`config.mk`:
```
export PLATFORM = sky130hd
export DESIGN_NAME = rtl_kernel_wizard_1_example_run_scheduler
export DESIGN_NICKNAME = d
export VERILOG_FILES = /design/src/rtl/rtl_kernel_wizard_1_example_run_scheduler.sv
export SDC_FILE = /design/constraint.sdc
export NUM_CORES = 1
export LEC_CHECK = 0
export ABC_AREA = 1
export BUFFER_PORTS_ARGS = -buffer_cell sky130_fd_sc_hd__buf_4
export CORE_UTILIZATION = 40
export DETAILED_ROUTE_END_ITERATION = 12
export PLACE_DENSITY = 0.6
export SLEW_MARGIN = 20
export SYNTH_ARGS = -nofsm -noshare
export SYNTH_HDL_FRONTEND = slang
export SYNTH_SLANG_ARGS = --single-unit
```
`constraint.sdc`:
```
create_clock -name aclk -period 2.7 [get_ports aclk]
set_clock_uncertainty 0.05 [all_clocks]
set_input_delay 0.27 -clock aclk [delete_from_list [all_inputs] [get_ports aclk]]
set_output_delay 0.27 -clock aclk [all_outputs]
set_load 0.005 [all_outputs]
```
`src/rtl/rtl_kernel_wizard_1_example_run_scheduler.sv`:
```
// Run scheduler: ap_ctrl_hs sequencing of a generator-channel bank.
// Launches every channel per round, gathers done pulses, repeats rounds.
module rtl_kernel_wizard_1_example_run_scheduler #(
  parameter int C_NUM_CHANNELS    = 4,
  parameter int C_NUM_ITERATIONS  = 1,
  parameter int C_CYCLE_CNT_WIDTH = 32
) (
  input  logic                         aclk,
  input  logic                         ap_rst_n,
  input  logic                         ap_start,
  output logic                         ap_ready,
  output logic                         ap_done,
  output logic                         ap_idle,
  output logic [C_NUM_CHANNELS-1:0]    ch_start,
  input  logic [C_NUM_CHANNELS-1:0]    ch_done,
  output logic [C_NUM_CHANNELS-1:0]    ch_busy,
  output logic [C_CYCLE_CNT_WIDTH-1:0] cycle_count
);

  localparam int N  = C_NUM_CHANNELS;
  localparam int W  = C_CYCLE_CNT_WIDTH;
  localparam int IW =
    (C_NUM_ITERATIONS > 1) ? $clog2(C_NUM_ITERATIONS) : 1;
  localparam logic [IW-1:0] LAST_ITER =
    IW'(C_NUM_ITERATIONS - 1);

  typedef enum logic [1:0] {
    S_IDLE,
    S_START,
    S_BUSY,
    S_DONE
  } state_t;

  state_t         r_state;
  state_t         w_next;
  logic [N-1:0]   r_lat;
  logic [N-1:0]   r_busy;
  logic [IW-1:0]  r_iter;
  logic [W-1:0]   r_cc;
  logic [W-1:0]   w_cc_inc;
  logic           w_all_done;
  logic           w_last;

  // Pulses arriving this cycle count toward completion.
  assign w_all_done = &(r_lat | ch_done);
  assign w_last     = (r_iter == LAST_ITER);
  assign w_cc_inc   = (r_cc == {W{1'b1}}) ? r_cc : r_cc + W'(1);

  // State register.
  always_ff @(posedge aclk) begin
    if (!ap_rst_n) r_state <= S_IDLE;
    else           r_state <= w_next;
  end

  // Next-state decode.
  always_comb begin
    w_next = r_state;
    unique case (r_state)
      S_IDLE:  if (ap_start) w_next = S_START;
      S_START: w_next = S_BUSY;
      S_BUSY: begin
        if (w_all_done) w_next = w_last ? S_DONE : S_START;
      end
      S_DONE:  w_next = S_IDLE;
      default: w_next = S_IDLE;
    endcase
  end

  // Round bookkeeping: done latches, busy mask, iterations, run length.
  always_ff @(posedge aclk) begin
    if (!ap_rst_n) begin
      r_lat  <= '0;
      r_busy <= '0;
      r_iter <= '0;
      r_cc   <= '0;
    end else begin
      unique case (r_state)
        S_IDLE: begin
          if (ap_start) begin
            r_iter <= '0;
            r_cc   <= '0;
          end
        end
        S_START: begin
          r_lat  <= '0;
          r_busy <= '1;
          r_cc   <= w_cc_inc;
        end
        S_BUSY: begin
          r_lat  <= r_lat | ch_done;
          r_busy <= r_busy & ~ch_done;
          r_cc   <= w_cc_inc;
          if (w_all_done && !w_last) r_iter <= r_iter + IW'(1);
        end
        default: ;
      endcase
    end
  end

  assign ch_start    = {N{r_state == S_START}};
  assign ap_done     = (r_state == S_DONE);
  assign ap_ready    = (r_state == S_DONE);
  assign ap_idle     = (r_state == S_IDLE);
  assign ch_busy     = r_busy;
  assign cycle_count = r_cc;

endmodule
```
* After elaboration in Yosys (flattened, before gate mapping)
Index checks and enable logic that the tools add are counted.
Operators by class: mux-type cells 12, $add $sub $neg 2, bitwise operators 3, eq/ne operators 8, reductions and logical operators 10
Operators by type and width (number):
- $mux W32 | 2
- $pmux W32 S2 | 1
- $add A32 B1 Y32 const B | 1
- $eq A32 B32 Y1 const B | 1
- $pmux W4 S2 | 2
- $ne A2 B2 Y1 const B | 4
- $pmux W2 S4 | 1
- $mux W2 | 3
- $reduce_and A3 Y1 | 2
- $reduce_bool A2 Y1 | 3
- $and A4 B4 Y4 | 1
- $eq A2 B2 Y1 const B | 2
- $not A4 Y4 | 1
- $or A4 B4 Y4 | 1
- $reduce_and A4 Y1 | 1
- $eq A2 B1 Y1 const B | 1
- $logic_not A2 Y1 | 1
- $mux W1 | 2
- $pmux W1 S2 | 1
- $reduce_and A2 Y1 | 1
- $reduce_or A2 Y1 | 1
- $add A1 B1 Y1 const B | 1
- $logic_and A1 B1 Y1 | 1
Storage, ports and cells: output and inout port bits 43, register bits after elaboration 43

* Depth between registers and ports, before layout
depth in word-level cells 5, depth in mapped cells 12, depth with buffers taken out 12

* Worst setup path after synthesis
OpenSTA, ideal clock, no wires.
path kind register to register, from register r_state[0], to register r_cc[1], in the netlist cycle_count[1], arrival time 1.695 ns, stages on the path, launching flop included 13, library setup time 0.068 ns, data required time 2.582 ns, setup slack 0.887 ns, path buffers 2, cell sequence dfxtp_1 inv_1 ha_1 nand2_1 nor2_1 nand2_1 nor2_1 nand3_4 nand3_4 buf_8 buf_8 nand2_2 a21oi_2
On the way: word-level cells in the longest chain between the ends 4, elaborated cells on any way between the ends 9
RTL lines:
- from (decl) | RTL line 34 | state_t r_state;
- from (signal assigned) | RTL line 52 | else r_state <= w_next;
- $eq A2 B1 Y1 / $eq A2 B2 Y1 (equally long branches) | RTL line 77 | unique case (r_state)
- $reduce_or A2 Y1 (no line)
- $ne A2 B2 Y1 (no line) / $reduce_bool A2 Y1 (equally long branches)
- $reduce_and A3 Y1 (no line)
- to (signal assigned) | RTL line 87 | r_cc <= w_cc_inc;
- to (signal assigned) | RTL line 92 | r_cc <= w_cc_inc;
- to (decl) | RTL line 39 | logic [W-1:0] r_cc;
Parallel ways exist; a longest one is shown, timed or not. A chain may end at the register's enable or synchronous reset.

* Final worst setup path
from register r_state[0], to register r_cc[27], in the netlist cycle_count[27]
Same word-level chain as after synthesis.

==> parameters.txt <==
Parameter                              Value

Run status
  Result of the run ... finished clean

Global route
  Total global routing overflow ... 0
  Initial antenna violation count ... 0
  Overall routing resource usage ... 21.79%
  Vias in the first global route ... 2769
  Pin count of the biggest net entering global routing ... 40
  First-pass GRT wire length ... ~13000 um

Power and ir drop
  Total power after layout ... between 2000 and 3000 uW
  PwrDens ... just over 800 nW/um^2
  Internal Power ... ~1500 uW
  Portion of total power attributed to the clock network ... around 16%
  Max IR drop VDD ... about 300 uV
  Cell leakage power ... about 0.0016 uW
  Fraction of power spent switching nets ... ~45%
  Combinational cell fraction of total power ... around 49%
  Net switching power figure ... about 1200 uW
  Proportion of power drawn by flip-flops and latches ... between 30% and 40%

Floorplan
  Area enclosed by the die boundary ... 7640 um^2
  I/O pin cnt ... 50
  Die H ... slightly below 90 um
  Initial core utilization ... approximately 42%
  X dimension of the die ... 87.41 um
  Core outline area ... about 6900 um^2
  Core Rows ... 30

Worst setup path
  Ordered cell list for the critical path ... inv_1 > ha_1 > nand2_1 > nor2_1 > nand2_1 > nor2_1 > nand3_4 > nand3_4 > nand2_1 > nand2_1 > nor2_1
  Worst setup startpoint ... r_state[0]$_SDFFE_PN0P_
  Crit path required time ... approximately 2900 ps
  CP dominant cell by count ... nand2_1
  Combined buffer and inverter count along the critical path ... 1
  Data arrival time of the critical path ... around 2400 ps
  Crit path kind ... reg2reg
  Startpoint kind of the worst setup timing path ... register
  Worst reg2reg path startpoint ... r_state[0]$_SDFFE_PN0P_
  Critical Path Fanout Max ... 39
  Largest delay contributor family on the critical path ... simple AND/OR/NAND/NOR gates
  Delay of the slowest cell on the worst path ... between 400 and 500 ps
  Sort of element at the end of the critical path ... register
  Slowest stage cell, crit path ... dfxtp_1

Placement
  Port Buffers ... 49
  Placer congestion estimate ... 0.8827
  Half-perimeter wire length after detailed placement ... 5767 um
  Pre-CTS setup slack ... between 400 and 500 ps

Route
  Routed vias/inst ... between 4 and 5
  Via count ... slightly above 3000
  Drt wl/cell ... approximately 12 um
  Router iterations before antenna repair ... 4
  WL final ... 7721 um
  Drt initial violations ... 139
  Number of nets with antenna violations after detailed routing ... 0
  DRC viols ... 0

Clock tree
  Post-CTS Setup Inserts ... 0
  Number of buffers added to fix hold violations after cts ... 0
  TritonCTS buffer count ... 5
  Clock-pin slew of the registers on the worst-case setup and hold paths ... approximately 100 ps
  Clock Tree Buf Depth ... 2
  Insertion delay of the later-clocked pin in the worst-skew pair ... around 300 ps
  Buffer cell driving the clock tree root ... clkbuf_8
  Clk sink count ... 43
  CTS H-Tree Depth ... 2
  Gates resized, CTS repair ... 0
  Clock tree from TritonCTS ... yes

Synthesis
  Post-synthesis cell type with the largest combined area ... dfxtp_1
  Area share of the leading cell type in the synthesized netlist ... ~30%
  Syn Std Cell Area ... between 2000 and 3000 um^2
  Cell types with the largest area share after synthesis ... dfxtp_1, nand2_1, inv_1
  Count of different cell masters after synthesis ... 26
  Avg Inst Size Synth ... ~5.9 um^2
  Number of warnings printed during yosys synthesis ... 0
  Syn Inst Count ... 495
  Synthesized flop and latch total ... 43
  Nets in the synthesized netlist ... approximately 510
  Sequential-to-total area share from yosys stat ... approximately 30%

Timing
  Clock period minus worst slack ... 2240 ps
  Fraction of the cycle the final worst path needs ... 82.95%
  Setup_tns ... 0 ps
  Setup repair after global routing missed its margin ... no
  Fin worst setup slack ... 460.3 ps
  Final-report hold violation count ... 0
  Highest attainable clock frequency ... around 450 MHz
  Actual slew at the worst max-slew pin ... a little under 700 ps
  Slew Limit Headroom ... between 50 and 60%
  Worst hold margin ... between 150 and 200 ps
  Total setup violations reported at the end of the flow ... 0
  Number of pins exceeding their max-slew limit in the final report ... 0

Layout
  Layout cell share with drive strength beyond 1 ... ~14%
  Relative area change from synthesis to final layout ... 17.54%
  Commonest cells after routing, fill and taps aside ... nand2_1, inv_1, nor2_1, buf_4, dfxtp_1
  Most common cell after layout, fill and taps aside ... nand2_1
  Total of fill cells in the finished design ... between 700 and 800
  Nets@finish ... around 550
  # diodes ... 0

Flow run
  Reported max-cap violation count ... 0

Worst hold path
  Critical hold path startpoint ... ch_done[3]
  Worst min-delay path category ... in2reg
sequential cells by signal (all words and copies together), names as in the netlist:
signal	flops
r_state	2
cycle_count	32
r_iter	1
ch_busy	4
r_lat	4
per-layer routing:
metal / GRT usage [%] / vias to the layer above / part of all wire (%)
li1: - / 1612 / -
met1: 28.03 / 1359 / 47
met2: 37.07 / 74 / 47
met3: 3.318 / 9 / 4.5
met4: 7.303 / 0 / 1.3
met5: 0 / - / 0
cell type report:
| type | count | area [um^2] | area share (%) |
|---|---|---|---|
| Multi-Input combinational cell | 350 | 1628 | 47.46 |
| Tap cell | 96 | 120.1 | 3.502 |
| Sequential cell | 43 | 860.8 | 25.10 |
| Timing Repair Buffer | 55 | 412.9 | 12.04 |
| Inverter | 84 | 315.3 | 9.194 |
| Clock buffer | 5 | 68.82 | 2.007 |
| Clock inverter | 3 | 23.77 | 0.6932 |
synth_stat cells, drive strengths merged:
cell	number
nor2	86
nand3	28
a21oi	31
ha	5
nor3	1
clkbuf	9
nor3b	2
nand4	18
dfxtp	43
inv	83
clkinv	1
buf	9
or2	1
a31oi	1
o21bai	12
nand2	155
o21ai	10
power by group through the flow:
| stage | clock network, uW | logic [uW] | registers [uW] |
|---|---|---|---|
| finish | 439 | 1350 | 971 |
| global route | 481 | 1560 | 994 |
| CTS | 459 | 1360 | 970 |
| detailed placement | 0 | 1360 | 984 |
| global placement | 0 | 1340 | 983 |
| floorplan | 0 | 948 | 948 |
tightest hold or removal path, cell delays in order:
cell     delay [ps]
buf_4            90
a21oi_1          50
nor2_1           70
through the flow:
step | utilization (%) | instance area [um^2] | instances
2_1_floorplan | - | 2918 | 495
3_3_place_gp | 48.32 | 3337 | 628
3_5_place_dp | 48.32 | 3337 | 628
4_1_cts | 49.66 | 3430 | 636
5_1_grt | 49.66 | 3430 | 636
6_report | 49.66 | 3430 | 636
worst paths after layout:
check	endpoint	slack [ps]	depth (start not counted)
max	cycle_count[27]$_SDFFE_PN0P_	460	11
min	r_lat[3]$_SDFFE_PN0P_	160	3
max reg2reg	cycle_count[27]$_SDFFE_PN0P_	460	11
min reg2reg	r_iter$_SDFFE_PN0P_	410	2
cell families (layout without fill, tap and decap cells):
kind of cell	Yosys count	after routing	share of synthesized area [%]
AOI/OAI and AO/OA	54	54	10.72
DFF	43	43	29.50
buffers and inverters	102	147	14.71
adders and majority gates	5	5	2.144
and+or+nand+nor	291	291	42.92
(Power assumes the default switching activity.)
